`src/rtl/memory_writer.sv`:
```
// memory_writer: downstream stage of the 32-bit word packer in the memory driver.
// Packed words are accepted over a valid/ready handshake, buffered in a small
// circular FIFO, and written to consecutive memory addresses over a req/ack
// handshake.
//
// state | meaning
// IDLE  | waiting for a buffered word; pops the FIFO head when one is present
// REQ   | mem_req asserted, address/data held until mem_ack
// STOP  | last address written (no-wrap build); back-pressure forever until reset
//
// Build option: MEMORY_WRITER_WRAP_EN
//   defined   -> the address wraps to 0 after the top address (ring buffer),
//                STOP is never entered and mem_full is tied 0.
//   undefined -> the ack for the top address sends the FSM to STOP, mem_full=1.
//
// Ports:
//   clk            rising-edge clock
//   rst            asynchronous, active-low reset
//   in_data        packed word from the packer
//   in_valid       in_data valid this cycle
//   in_ready       block accepts in_data this cycle (registered)
//   mem_req        memory write request
//   mem_addr       write address, stable while mem_req=1
//   mem_wdata      write data, stable while mem_req=1
//   mem_ack        memory accepted the write (1-cycle pulse)
//   mem_full       top address written, sticky (no-wrap build)
//   words_written  count of completed writes, wraps mod 2**(ADDR_W+1)
module memory_writer #(
  parameter int DATA_W     = 32,
  parameter int ADDR_W     = 4,
  parameter int FIFO_DEPTH = 4
) (
  input  logic              clk,
  input  logic              rst,
  input  logic [DATA_W-1:0] in_data,
  input  logic              in_valid,
  output logic              in_ready,
  output logic              mem_req,
  output logic [ADDR_W-1:0] mem_addr,
  output logic [DATA_W-1:0] mem_wdata,
  input  logic              mem_ack,
  output logic              mem_full,
  output logic [ADDR_W:0]   words_written
);

  localparam int PTR_W = $clog2(FIFO_DEPTH);
  localparam int CNT_W = PTR_W + 1;

  typedef enum logic [1:0] {
    IDLE = 2'd0,
    REQ  = 2'd1,
    STOP = 2'd2
  } state_t;

  state_t state, state_next;

  logic [DATA_W-1:0] fifo_mem [FIFO_DEPTH];
  logic [PTR_W-1:0]  wr_ptr, rd_ptr;
  logic [CNT_W-1:0]  count, count_next;
  logic [ADDR_W-1:0] addr_cnt;
  logic              push, pop, ack_take;

  assign push = in_valid & in_ready;

  always_ff @(posedge clk or negedge rst) begin
    if (!rst) state <= IDLE;
    else      state <= state_next;
  end

  always_comb begin
    state_next = state;
    pop        = 1'b0;
    mem_req    = 1'b0;
    ack_take   = 1'b0;
    case (state)
      IDLE: begin
        if (count != '0) begin
          pop        = 1'b1;
          state_next = REQ;
        end
      end
      REQ: begin
        mem_req = 1'b1;
        if (mem_ack) begin
          ack_take = 1'b1;
`ifdef MEMORY_WRITER_WRAP_EN
          state_next = IDLE;
`else
          state_next = (addr_cnt == '1) ? STOP : IDLE;
`endif
        end
      end
      STOP:    state_next = STOP;
      default: state_next = IDLE;
    endcase
  end

  assign count_next = count + CNT_W'(push) - CNT_W'(pop);

  // Storage needs no reset: an entry is only read after it has been written.
  always_ff @(posedge clk) begin
    if (push) fifo_mem[wr_ptr] <= in_data;
  end

  // Pointers wrap for free because FIFO_DEPTH is a power of 2.
  always_ff @(posedge clk or negedge rst) begin
    if (!rst) begin
      wr_ptr   <= '0;
      rd_ptr   <= '0;
      count    <= '0;
      in_ready <= 1'b0;
    end else begin
      if (push) wr_ptr <= wr_ptr + 1'b1;
      if (pop)  rd_ptr <= rd_ptr + 1'b1;
      count    <= count_next;
      // Registered from next-cycle occupancy so in_ready never lets a push
      // land in a full FIFO.
      in_ready <= (count_next != CNT_W'(FIFO_DEPTH)) && (state_next != STOP);
    end
  end

  always_ff @(posedge clk or negedge rst) begin
    if (!rst) begin
      mem_addr      <= '0;
      mem_wdata     <= '0;
      addr_cnt      <= '0;
      words_written <= '0;
    end else begin
      if (pop) begin
        mem_wdata <= fifo_mem[rd_ptr];
        mem_addr  <= addr_cnt;
      end
      if (ack_take) begin
        addr_cnt      <= addr_cnt + 1'b1;
        words_written <= words_written + 1'b1;
      end
    end
  end

`ifdef MEMORY_WRITER_WRAP_EN
  assign mem_full = 1'b0;
`else
  assign mem_full = (state == STOP);
`endif

endmodule

```
`config.mk`:
```
export PLATFORM = sky130hd
export DESIGN_NAME = memory_writer
export DESIGN_NICKNAME = d
export VERILOG_FILES = /design/src/rtl/memory_writer.sv
export SDC_FILE = /design/constraint.sdc
export NUM_CORES = 1
export LEC_CHECK = 0
export BUFFER_PORTS_ARGS = -buffer_cell sky130_fd_sc_hd__buf_2
export CAP_MARGIN = 10
export CORE_AREA = 5 5 138 140
export CTS_BUF_LIST = sky130_fd_sc_hd__clkbuf_4
export DETAILED_ROUTE_END_ITERATION = 8
export DIE_AREA = 0 0 143 145
export PLACE_DENSITY_LB_ADDON = 0.05
export SLEW_MARGIN = 10
export SYNTH_ARGS = -nofsm -noshare
export SYNTH_HDL_FRONTEND = slang
export SYNTH_SLANG_ARGS = --single-unit
```
`constraint.sdc`:
```
create_clock -name clk -period 2.94 [get_ports clk]
set_input_delay 0.147 -clock clk [delete_from_list [all_inputs] [get_ports clk]]
set_output_delay 0.147 -clock clk [all_outputs]
set_load 0.01 [all_outputs]
```
==> results of run 1 <==
-- area by class of cell --
| class | count | area [sq um] |
|---|---|---|
| Fill cell | 1529 | 9510 |
| Clock inverter | 10 | 106 |
| Sequential cell | 183 | 5220 |
| Timing Repair Buffer | 126 | 848 |
| Multi-Input combinational cell | 111 | 1540 |
| Clock buffer | 22 | 165 |
| Tap cell | 229 | 287 |
| Inverter | 8 | 30.0 |
| Antenna cell | 2 | 5.00 |
-- stage by stage --
stage / util (%) / power, uW
after floorplan: - / 5840
after global placement: 42.8 / 6660
after detailed placement: 42.8 / 6730
after CTS: 46.3 / 8110
after global routing: 46.3 / 8460
final: 46.3 / 7910
-- synthesized netlist by cell type (2+ instances only) --
master / instances
edfxtp_1: 128
dfrtp_1: 55
mux4_2: 32
mux2_2: 28
xnor2_1: 10
ha_1: 8
inv_1: 8
mux2_4: 7
buf_2: 6
buf_6: 6
and3_1: 4
mux2_1: 4
nand2_1: 3
nand4_1: 3
xor2_1: 2
-- cells by family after synthesis --
group | after synthesis | share of synthesized area [%]
flip-flops | 183 | 75.8
multiplexers | 71 | 17.2
buffers and inverters | 21 | 1.91
AO/OA/AOI/OAI | 3 | 0.309
AND/OR/NAND/NOR | 16 | 1.49
XOR/XNOR | 12 | 1.53
adder cells (fa/ha/maj) | 9 | 1.74
-- registers in the layout, summed over array words and instances, names as in the netlist --
name and flops:
state 2, wr_ptr 2, count 3, mem_wdata 32, in_ready 1, addr_cnt 4
words_written 5, mem_addr 4, fifo_mem 128, rd_ptr 2
-- worst max-delay path: cells and delay by family (launching register included) --
kind,cells,cell delay (ns)
adders and majority gates,3,0.77
DFF,1,0.45
and+or+nand+nor,2,0.41
xor gates and xnor gates,2,0.38
buffers and inverters,3,0.14
AOI/OAI and AO/OA,1,0.11
-- layer usage --
layer,part of all wire (%),global-route usage [%],vias to the layer above,routed length [um]
met5,0,0,-,0
met4,0.88,4.09,0,113
met3,4.1,3.72,8,525
met2,52,21.9,65,6620
met1,44,16.7,1755,5590
li1,-,-,1504,-
-- where the power goes --
group	internal (uW)	switching [uW]	total, uW	leakage (uW)
registers	3530	436	3970	0.00182
clock network	545	781	1330	0.000152
logic	1430	1190	2610	0.00112
total	5500	2400	7910	0.00309
-- worst max-delay path by stage --
stage | slack [ns] | start | end
final | 0.57 | count[1] | in_ready
after global routing | 0.38 | count[1] | in_ready
after CTS | 0.53 | count[1] | in_ready
after detailed placement | 0.55 | count[1] | in_ready
after global placement | 0.67 | count[1] | in_ready
after floorplan | 0.48 | count[1] | in_ready
==> results by stage, run 1 <==
Outcome:
- The run finished with clean final reports.

Yosys:
- After synthesis the netlist holds a flip-flop and latch count of about 180.
- The cell count after synthesis is 315.
- Yosys attributes the largest share of cell area to edfxtp_1 (56%), dfrtp_1 (20%), mux4_2 (10%).
- For this run, the register share of the synthesized area comes to 75.8%.
- Synthesis produced a netlist with a net count of 360.
- In this run the mean area of a mapped cell was between 20 and 25 sq um.
- Counting flops with a built-in enable in the synthesized netlist gives approximately 130.
- Of all flip-flops after synthesis, the portion carrying an async set or reset was 30.1%.
- The count of yosys warnings during synthesis is 0.
- The top-area cell type share of the netlist area is 55.8%.
- The dominant register cell in the synthesized netlist is edfxtp_1.
- The cell area after technology mapping is just under 7000 sq um.
- Synthesis instantiated 26 different standard cells from the library.
- The cell type contributing the most total cell area after synthesis is edfxtp_1.

CTS:
- The clock passes through at most 2 buffers.
- After clock tree synthesis, the flow added hold-fix buffers numbering 35.
- The number of clock buffers added by TritonCTS is 17.
- The number of levels the H-tree was split into is 4.
- The clock transition at the registers of the reported paths is 0.13 ns.
- The number of setup buffers added after CTS is 0.
- The number of clock sinks seen by CTS is around 180.
- TritonCTS built the clock tree.
- Post-CTS repair changed the size of 0 cells.
- The cell sitting at the root of the clock tree is a clkbuf_4.
- For the worst-skew pair, the clock arrives at the later sink with an insertion delay of 0.53 ns.

Floorplan:
- The overall die width is around 140 um.
- The number of primary I/O pins is 80.
- The initial standard-cell utilization of the core is 38.9%.
- The die boundary height is 145 um.
- The floorplan step defined a die boundary enclosing 20,700 sq um.
- The floorplan has 49 rows.
- The total area inside the core boundary comes to between 15,000 and 20,000 sq um.

Global routing:
- The global-route wire length before repair is 20,300 um.
- The via count of the first global-routing pass is 3,572.
- Summed over all layers, the global routing overflow is 0.
- The number of antenna violations at the first check in global routing came to 2.
- The overall fraction of global-route tracks in use is 13.2%.
- Entering global routing, the biggest net connects 39 pins.

Worst setup path:
- The critical path goes through nor3_1 > or3_4 > inv_1 > ha_1 > inv_1 > ha_1 > inv_1 > fa_1 > xnor2_1 > xnor2_1 > a31oi_1.
- The worst register-to-register path begins at count[1].
- The largest stage delay on the critical path is 0.45 ns.
- The worst setup path is launched from a register.
- The critical path data arrival time is 2.78 ns.
- Among all stages on the critical path, the largest delay is contributed by dfrtp_1.
- For flop-to-flop paths, the worst setup slack is 0.57 ns.
- The biggest fanout along the worst timing path is 3.
- The endpoint of the worst-slack reg-to-reg timing path is in_ready.
- The depth of the worst register-to-register path is 11.
- The critical path is of the register to register type.
- The type of element capturing the critical path is a register.
- The required time of the critical path is 3.35 ns.
- The cell type with the highest occurrence count on the critical path is inv_1.

Timing:
- The final number of hold-violating endpoints is 0.
- Across all hold checks on the routed design, the worst slack comes to 0.185 ns.
- Across all setup checks in the final design, the least slack found is 0.573 ns.
- Summed over all failing endpoints, the final setup total negative slack is 0 ns.
- The worst relative slew slack is 52.2%.
- Of the available clock period, the critical path in the final layout requires 80.5%.
- At the pin with the least slew margin, the transition time is 0.716 ns.
- The worst path in the final design needs a cycle of 2.37 ns, including I/O delays and setup.
- The final worst clock skew is 0.0149 ns.
- Setup violations remaining at the end of the flow were counted as 0.
- Setup repair after global routing left no endpoint under its margin.
- The timing-limited maximum frequency is 0.422 GHz.
- The final-report max-slew violation count was 0.

Route:
- The total detailed-routing wirelength is about 13,000 um.
- The routed layout has 3,332 vias.
- After detailed routing, the number of vias per cell comes to 4.82.
- For this run, design rule violations remaining after detail routing come to 0.
- The first routing iteration left 136 violations.
- In this run the remaining antenna-violating nets after routing total 0.
- Dividing the detail-routed wire length by the instance count gives 18.6 um.
- For this run, the detailed router's first-pass iteration total came to 4.

Pwr:
- Dividing total power by cell area gives a power density of 964 nW/um^2.
- VDD sags by at most 0.353 mV.
- The leakage power is 0.00309 uW.

Place:
- The placed instances occupy a cell area of 7580 sq um.
- The routability congestion estimate is 0.730.
- The worst setup slack after placement is 0.547 ns.
- The number of cells after detailed placement is a little over 600.
- Port buffering added 79 buffers.
- Detailed placement finished with a half-perimeter wire length of 7960 um.

Job:
- The max-cap violation count is 0.

Final layout:
- Compared with the post-synthesis result, the final layout area differs by 19.1%.
- The library cell used most frequently in the layout, excluding fill and tap cells, is edfxtp_1.
- The area of all placed cells without fillers is 8200 sq um.
- The count of cells in the finished layout, fillers not included, comes to 691.
- The final layout net count is 492.
- Of the cells placed in the final design, the portion with a size suffix greater than 1 is a little over two fifths.
- The top cell types in the final layout, fill and taps aside, are edfxtp_1 (128), buf_2 (79), dfrtp_1 (53), dlygate4sd3_1 (35), mux4_2 (32).

Min path:
- The worst hold path class is primary input to asynchronous set/reset pin.
No activity file was read; power rests on OpenSTA's default activity.
==> run 2, diff against run 1 <==
--- a/config.mk
+++ b/config.mk
@@ -5,12 +5,13 @@
 export SDC_FILE = /design/constraint.sdc
 export NUM_CORES = 1
 export LEC_CHECK = 0
+export ABC_AREA = 1
 export BUFFER_PORTS_ARGS = -buffer_cell sky130_fd_sc_hd__buf_2
 export CAP_MARGIN = 10
-export CORE_AREA = 5 5 138 140
+export CORE_AREA = 5 5 144 146
 export CTS_BUF_LIST = sky130_fd_sc_hd__clkbuf_4
 export DETAILED_ROUTE_END_ITERATION = 8
-export DIE_AREA = 0 0 143 145
+export DIE_AREA = 0 0 149 151
 export PLACE_DENSITY_LB_ADDON = 0.05
 export SLEW_MARGIN = 10
 export SYNTH_ARGS = -nofsm -noshare
==> constraint.sdc (replaced) <==
create_clock -name clk -period 2.3 [get_ports clk]
set_input_delay 0.115 -clock clk [delete_from_list [all_inputs] [get_ports clk]]
set_output_delay 0.115 -clock clk [all_outputs]
set_load 0.01 [all_outputs]
==> results by stage, run 2 <==
Floorplan:
- The die boundary height is 151 um (was 145 um).
- The die outline area is 22,500 sq um (was 20,700 sq um).
- The number of primary I/O pins is 80 (unchanged).
- The initial standard-cell utilization of the core is 39.0% (was 38.9%).
- The overall die width came to 149 um (was 143 um).
- The area of the core is 19,300 sq um (was 17,700 sq um).
- The count of standard-cell rows came to 51 (was 49).

Pwr:
- The total power divided by cell area is 1220 nW/um^2 (was 964 nW/um^2).
- The leakage power was 0.00423 uW (was 0.00309 uW).
- The worst IR drop on VDD is 0.471 mV (was 0.353 mV).

Worst setup path:
- The category of the critical setup timing path is register to register (unchanged).
- The master of the slowest instance on the critical path was dfrtp_1 (unchanged).
- The cell family with the largest share of critical-path delay is adder cells (unchanged).
- The biggest fanout along the worst timing path is 4 (was 3).
- The required time of the critical path is 2.75 ns (was 3.35 ns).
- The cell type with the highest occurrence count on the critical path is nand2_1 (was inv_1).
- The kind of launch point of the worst setup path was a register (unchanged).
- The type of element capturing the critical path is a register (unchanged).
- Worst-path cell chain: nor2_1 > nand2_1 > nand2_2 > inv_2 > ha_1 > inv_1 > ha_1 > inv_1 > fa_1 > inv_1 > nand2_1 > nand2_1 > nand2_1 > and2_1 (was nor3_1 > or3_4 > inv_1 > ha_1 > inv_1 > ha_1 > inv_1 > fa_1 > xnor2_1 > xnor2_1 > a31oi_1).
- The largest stage delay on the critical path is 0.46 ns (was 0.45 ns).
- The sum of buffers and inverters on the critical path is 4 (was 3).
- The critical path data arrival time came to 2.59 ns (was 2.78 ns).

Route:
- The count of antenna-violating nets left after detailed routing is 0 (unchanged).
- The total detailed-routing wirelength was 16,400 um (was 12,800 um).
- The number of remaining DRC errors came to 0 (unchanged).
- The number of search-and-repair iterations in the first detailed-routing pass is 4 (unchanged).
- The via-per-instance ratio came to 4.47 (was 4.82).
- The number of vias in the routed layout is 5,018 (was 3,332).
- The number of DRC violations after detailed-routing iteration 0 is 196 (was 136).
- The mean routed wirelength per cell is 14.6 um (was 18.6 um).

Timing:
- The setup TNS after final layout is 0 ns (unchanged).
- Unrepaired setup endpoints after global routing: no (unchanged).
- The final-report max-slew violation count is 0 (unchanged).
- The timing-limited maximum frequency is 0.468 GHz (was 0.422 GHz).
- The final worst-path cycle share is 92.9% (was 80.5%).
- The final critical path time including I/O delays and setup is 2.14 ns (was 2.37 ns).
- The final worst clock skew is 0.0171 ns (was 0.0149 ns).
- The worst relative slew slack is 50.5% (was 52.2%).
- The final number of hold-violating endpoints is 0 (unchanged).
- The measured slew at the worst slew-check pin is 0.742 ns (was 0.716 ns).
- The total of endpoints with negative setup slack in the final report came to 0 (unchanged).

Yosys:
- The cell area after technology mapping is 7520 sq um (was 6890 sq um).
- The cell type contributing the most total cell area after synthesis is edfxtp_1 (unchanged).
- The fraction of registers with async set/reset is 30.1% (unchanged).
- The most common cell in the synthesized netlist is nand2_1 (was edfxtp_1).
- The net count after synthesis was 768 (was 360).
- The mean area per synthesized cell is 10.4 sq um (was 21.9 sq um).
- Top post-synthesis cells by area: edfxtp_1 (51%), dfrtp_1 (18%), nand2_1 (18%) (was edfxtp_1 (56%), dfrtp_1 (20%), mux4_2 (10%)).
- The top-area cell type share of the netlist area is 51.1% (was 55.8%).
- The number of library cell types mapped by synthesis is 19 (was 26).
- The dominant register cell in the synthesized netlist was edfxtp_1 (unchanged).
- The number of enable flip-flop cells after synthesis is 128 (unchanged).
- The synthesized flop and latch total is 183 (unchanged).
- Leading post-synthesis cells by instance count: nand2_1 (351), edfxtp_1 (128), inv_1 (83) (was edfxtp_1 (128), dfrtp_1 (55), mux4_2 (32)).
- The count of yosys warnings during synthesis is 0 (unchanged).
- The cell count after synthesis is 723 (was 315).
- The post-synthesis sequential area ratio came to 69.4% (was 75.8%).

Final layout:
- The most common library cell in the layout ignoring fill and taps is nand2_1 (was edfxtp_1).
- Registers with the most flip-flops: fifo_mem (128), mem_wdata (32), words_written (5) (unchanged).
- The flip-flop count of the largest register, all copies and words added was 128 (unchanged).
- The share of final-layout standard cells stronger than drive strength 1 was 15.8% (was 42.0%).
- The register name with the most flops is fifo_mem (unchanged).
- The final layout net count came to 888 (was 492).
- The growth of design area from synthesis to finish is 19.0% (was 19.1%).
- The share of the core filled with cells in the final layout is 46.5% (was 46.3%).
- Commonest cells after routing, fill and taps aside: nand2_1 (350), edfxtp_1 (128), inv_1 (83), buf_2 (79), dfrtp_1 (53) (was edfxtp_1 (128), buf_2 (79), dfrtp_1 (53), dlygate4sd3_1 (35), mux4_2 (32)).

Global routing:
- The via count of the first global-routing pass came to 5,085 (was 3,572).
- The global-route wire length before repair came to 26,700 um (was 20,300 um).
- The total global routing overflow was 0 (unchanged).
- The overall fraction of global-route tracks in use is 15.5% (was 13.2%).
- The number of antenna violations at the first check in global routing came to 1 (was 2).
- The largest net degree at the start of global routing was 66 (was 39).

CTS:
- The CTS root buffer is clkbuf_4 (unchanged).
- The TritonCTS clock tree is built (unchanged).
- The clock transition at the registers of the reported paths is 0.15 ns (was 0.13 ns).
- The number of levels the H-tree was split into was 4 (unchanged).
- The number of clock sinks seen by CTS is 183 (unchanged).
- The post-CTS setup repair buffer count is 0 (unchanged).
- The clock latency at the later pin of the worst-skew pair is 0.55 ns (was 0.53 ns).
- The number of buffers created by CTS is 17 (unchanged).
- The deepest clock path buffer count is 2 (unchanged).

Place:
- The number of port buffers came to 79 (unchanged).
- The detailed placer's ending HPWL was 9280 um (was 7960 um).
- The routability congestion estimate is 0.709 (was 0.730).

Job:
- The max-cap violation count is 0 (unchanged).

Outcome:
- Outcome: finished, final reports clean (unchanged).

Min path:
- The worst hold path class is primary input to asynchronous set/reset pin (unchanged).
==> run 2: cell count changes after synthesis, sizes merged, moves of 2 or more <==
cell   previous run  this run
o21ai             1         3
inv               8        85
nor2              0        13
xnor2            10         4
mux2             39         0
mux4             32         0
nand3             0        40
buf              12        26
and3              4         0
nand2             3       351
xor2              2         5
nand4             3         0
==> run 2: kinds of logic after synthesis <==
| kind of cell | Yosys count | share of synthesized area, % |
|---|---|---|
| buffers and inverters | 113 | 6.74 |
| AND/OR/NAND/NOR | 405 | 21.0 |
| XOR/XNOR | 9 | 1.05 |
| flip-flops | 183 | 69.4 |
| AO/OA/AOI/OAI | 4 | 0.266 |
| adder cells (fa/ha/maj) | 9 | 1.60 |
==> run 2: layout make-up <==
type / instances / area, sq um
clock buffer: 17 / 128
fill: 1886 / 10300
multi-input combinational: 427 / 1830
clock inverter: 15 / 200
tap: 265 / 332
timing repair buffer: 129 / 921
inverter: 85 / 319
antenna: 1 / 2.50
sequential: 183 / 5220
==> run 2: metal layers <==
layer  wire, um  GRT usage [%]  share of wire, %  vias to the layer above
met5          0              0                 0                        -
met4        168           4.71               1.0                        0
met3        587           2.87               3.6                       11
met2       8090           27.0                49                       85
met1       7540           19.7                46                     2413
li1           -              -                 -                     2509
==> run 2: path summary, 6_finish.rpt <==
path	end	from	depth (start not counted)	slack (ns)
worst max-delay path	count[2]	count[1]	14	0.16
max in group asynchronous	mem_wdata[29]	rst	3	1.51
min in group clk	fifo_mem[2][15]	in_data[15]	2	0.31
worst min register to register	mem_wdata[3]	mem_wdata[3]	2	0.49
worst max register to register	count[2]	count[1]	14	0.16
worst min-delay path	mem_wdata[31]	rst	2	0.14
==> run 2: where the power goes <==
group          switching [uW]  internal, uW
combinational            2740          1380
sequential                367          4460
clock                    1110           872
==> run 2: what timing repair did <==
item                      4_1_cts  5_1_grt
gates resized for setup         0        0
hold buffers                   35        0
hold endpoints to repair      158        0
==> run 2: stage by stage <==
step	hold WS [ns]	instance area, sq um	setup WS, ns	total power (uW)	instances
final	0.143	8950	0.162	10900	1122
after global routing	0.130	8950	0.0180	11900	1122
after CTS	0.107	8950	0.139	11200	1121
after detailed placement	0.215	8270	0.183	9120	1054
after global placement	0.211	8270	0.242	9030	1054
after floorplan	-0.181	7530	0.0766	7700	723
==> run 3, diff against run 2 <==
--- a/config.mk
+++ b/config.mk
@@ -5,13 +5,11 @@
 export SDC_FILE = /design/constraint.sdc
 export NUM_CORES = 1
 export LEC_CHECK = 0
-export ABC_AREA = 1
 export BUFFER_PORTS_ARGS = -buffer_cell sky130_fd_sc_hd__buf_2
-export CAP_MARGIN = 10
-export CORE_AREA = 5 5 144 146
+export CORE_AREA = 5 5 138 140
 export CTS_BUF_LIST = sky130_fd_sc_hd__clkbuf_4
 export DETAILED_ROUTE_END_ITERATION = 8
-export DIE_AREA = 0 0 149 151
+export DIE_AREA = 0 0 143 145
 export PLACE_DENSITY_LB_ADDON = 0.05
 export SLEW_MARGIN = 10
 export SYNTH_ARGS = -nofsm -noshare
==> results by stage, run 3 (same netlist as run 1, synthesis figures left out) <==
Outcome:
- Outcome: finished, final reports clean (unchanged).

Final layout:
- The final layout net count was 496 (was 888).
- Registers with the most flip-flops: fifo_mem (128), mem_wdata (32), words_written (5) (unchanged).
- The growth of design area from synthesis to finish is 20.8% (was 19.0%).
- The combined flip-flop and latch cell area was 5220 sq um (about the same).
- The number of filler cells placed in the layout is 1,533 (was 1,886).
- The area used by multi-input combinational logic came to 1560 sq um (was 1830 sq um).
- Commonest cells after routing, fill and taps aside: edfxtp_1 (128), buf_2 (79), dfrtp_1 (52), dlygate4sd3_1 (35), mux4_2 (32) (was nand2_1 (350), edfxtp_1 (128), inv_1 (83), buf_2 (79), dfrtp_1 (53)).
- The most common library cell in the layout ignoring fill and taps is edfxtp_1 (was nand2_1).
- The register name with the most flops is fifo_mem (unchanged).
- The area of all placed cells without fillers is 8320 sq um (was 8950 sq um).
- The flip-flop count of the largest register, all copies and words added is 128 (unchanged).
- The share of final-layout standard cells stronger than drive strength 1 is 43.8% (was 15.8%).
- The total inserted antenna cells is 0 (was 1).

Place:
- The area of placed instances came to 7650 sq um (was 8270 sq um).
- The number of port buffers was 79 (unchanged).
- The routability congestion estimate is 0.668 (was 0.709).
- The detailed placer's ending HPWL is 7770 um (was 9280 um).

Worst setup path:
- Worst-path cell chain: or3_4 > inv_1 > ha_1 > inv_1 > ha_1 > inv_1 > fa_2 > xnor2_2 > xnor2_2 > a31oi_1 (was nor2_1 > nand2_1 > nand2_2 > inv_2 > ha_1 > inv_1 > ha_1 > inv_1 > fa_1 > inv_1 > nand2_1 > nand2_1 > nand2_1 > and2_1).
- The required time of the critical path is 2.77 ns (was 2.75 ns).
- The setup slack of the most critical reg-to-reg path is 0.14 ns (was 0.16 ns).
- The type of element capturing the critical path is a register (unchanged).
- The cell type with the highest occurrence count on the critical path is inv_1 (was nand2_1).
- The kind of launch point of the worst setup path is a register (unchanged).
- The endpoint of the worst-slack reg-to-reg timing path is in_ready (was count[2]).
- The start point of the critical path is state[0] (was count[1]).
- The category of the critical setup timing path is register to register (unchanged).
- The critical path data arrival time is 2.64 ns (was 2.59 ns).
- The largest stage delay on the critical path is 0.40 ns (was 0.46 ns).
- The master of the slowest instance on the critical path is dfrtp_1 (unchanged).
- The launch instance of the worst register-to-register path is state[0] (was count[1]).
- The biggest fanout along the worst timing path is 2 (was 4).
- The depth of the worst register-to-register path is 10 (was 14).

Route:
- The number of search-and-repair iterations in the first detailed-routing pass is 6 (was 4).
- The number of DRC violations after detailed-routing iteration 0 is 163 (was 196).
- The number of vias in the routed layout came to 3,337 (was 5,018).
- The count of antenna-violating nets left after detailed routing is 0 (unchanged).
- The via-per-instance ratio came to 4.82 (was 4.47).
- The total detailed-routing wirelength is 13,100 um (was 16,400 um).
- The mean routed wirelength per cell came to 18.9 um (was 14.6 um).
- The number of remaining DRC errors came to 0 (unchanged).

CTS:
- The TritonCTS clock tree is built (unchanged).
- The clock latency at the later pin of the worst-skew pair is 0.55 ns (about the same).
- The CTS root buffer is clkbuf_4 (unchanged).
- The number of levels the H-tree was split into came to 4 (unchanged).
- The number of clock sinks seen by CTS is 183 (unchanged).
- The clock transition at the registers of the reported paths came to 0.14 ns (was 0.15 ns).
- The deepest clock path buffer count is 2 (unchanged).
- The number of buffers created by CTS is 17 (unchanged).

Pwr:
- The leakage power is 0.00313 uW (was 0.00423 uW).
- The total power divided by cell area was 1250 nW/um^2 (was 1220 nW/um^2).
- The worst IR drop on VDD was 0.518 mV (was 0.471 mV).
- The total power of the final layout is 10,400 uW (was 10,900 uW).

Global routing:
- The number of antenna violations at the first check in global routing is 0 (was 1).
- The overall fraction of global-route tracks in use is 13.4% (was 15.5%).
- The global-route wire length before repair came to 20,600 um (was 26,700 um).
- The total global routing overflow came to 0 (unchanged).
- The via count of the first global-routing pass was 3,618 (was 5,085).
- The largest net degree at the start of global routing is 39 (was 66).

Timing:
- The final worst clock skew is 0.0148 ns (was 0.0171 ns).
- The final number of hold-violating endpoints was 0 (unchanged).
- The final worst hold slack was 0.0909 ns (was 0.143 ns).
- The measured slew at the worst slew-check pin is 0.650 ns (was 0.742 ns).
- The worst relative slew slack was 56.7% (was 50.5%).
- The final critical path time including I/O delays and setup is 2.16 ns (was 2.14 ns).
- The total of endpoints with negative setup slack in the final report was 0 (unchanged).
- The final-report max-slew violation count came to 0 (unchanged).
- The final worst-path cycle share is 94.0% (was 92.9%).
- The timing-limited maximum frequency is 0.462 GHz (was 0.468 GHz).

Floorplan:
- The overall die width is 143 um (was 149 um).
- The initial standard-cell utilization of the core was 38.9% (was 39.0%).
- The die boundary height is 145 um (was 151 um).
- The count of standard-cell rows is 49 (was 51).
- The number of primary I/O pins is 80 (unchanged).
- The die outline area is 20,700 sq um (was 22,500 sq um).
- The area of the core came to 17,700 sq um (was 19,300 sq um).

Min path:
- The worst hold path class is primary input to asynchronous set/reset pin (unchanged).

Job:
- The max-cap violation count came to 0 (unchanged).
==> run 3: changes by cell type in the layout (fill, tap and decap cells not counted), moves of 7 or more <==
cell / delta
inv_1: -75
mux2_2: +28
mux2_4: +7
mux4_2: +32
nand2_1: -347
nand3_1: -39
nor2_1: -9
==> run 3: what timing repair did <==
item,CTS,global route
setup buffers,0,4
setup endpoints to repair,0,1
gates resized for setup,0,3
endpoints found under the hold margin,169,0
hold buffers,35,0
==> run 3: power by group <==
group          total [uW]  switching [uW]  internal (uW)
sequential           4920             411           4510
clock                1740            1060            682
combinational        3750            1750           2000
==> run 3: worst max-delay path, delay by kind of cell (launching register included) <==
kind                     cells  cell delay (ns)
AND/OR/NAND/NOR              1             0.38
AO/OA/AOI/OAI                1             0.16
XOR/XNOR                     2             0.30
flip-flops                   1             0.40
adder cells (fa/ha/maj)      3             0.69
buffers and inverters        3             0.16
==> run 3: worst max-delay path by stage <==
| stage | depth (start not counted) | end | slack (ns) |
|---|---|---|---|
| floorplan | 13 | in_ready | -0.13 |
| global placement | 11 | in_ready | 0.09 |
| detailed placement | 11 | in_ready | 0.06 |
| CTS | 11 | in_ready | 0.04 |
| global route | 11 | in_ready | -0.008 |
| finish | 10 | in_ready | 0.14 |
==> run 3: layer usage <==
| metal | global-route usage [%] | up-vias | share of wire, % |
|---|---|---|---|
| met2 | 21.9 | 68 | 50 |
| met1 | 17.3 | 1732 | 44 |
| li1 | - | 1523 | - |
| met5 | 0 | - | 0 |
| met3 | 3.95 | 14 | 4.7 |
| met4 | 3.94 | 0 | 1.3 |
==> run 3: layout make-up <==
type / count / area share (%)
inverters: 8 / 0.361
flip-flops and latches: 183 / 62.8
clock inverters: 12 / 1.53
repair buffers: 130 / 11.3
well taps: 229 / 3.44
multi-input cells: 111 / 18.8
clock buffers: 20 / 1.80
==> run 3: metrics by stage <==
stage          utilization, %  worst slack, ns  cells  TNS [ns]
2_1_floorplan               -           -0.126    315    -0.126
3_3_place_gp             43.2           0.0912    622         0
3_5_place_dp             43.2           0.0575    622         0
4_1_cts                  46.7           0.0371    689         0
5_1_grt                  47.0         -0.00779    693  -0.00779
6_report                 47.0            0.137    693         0
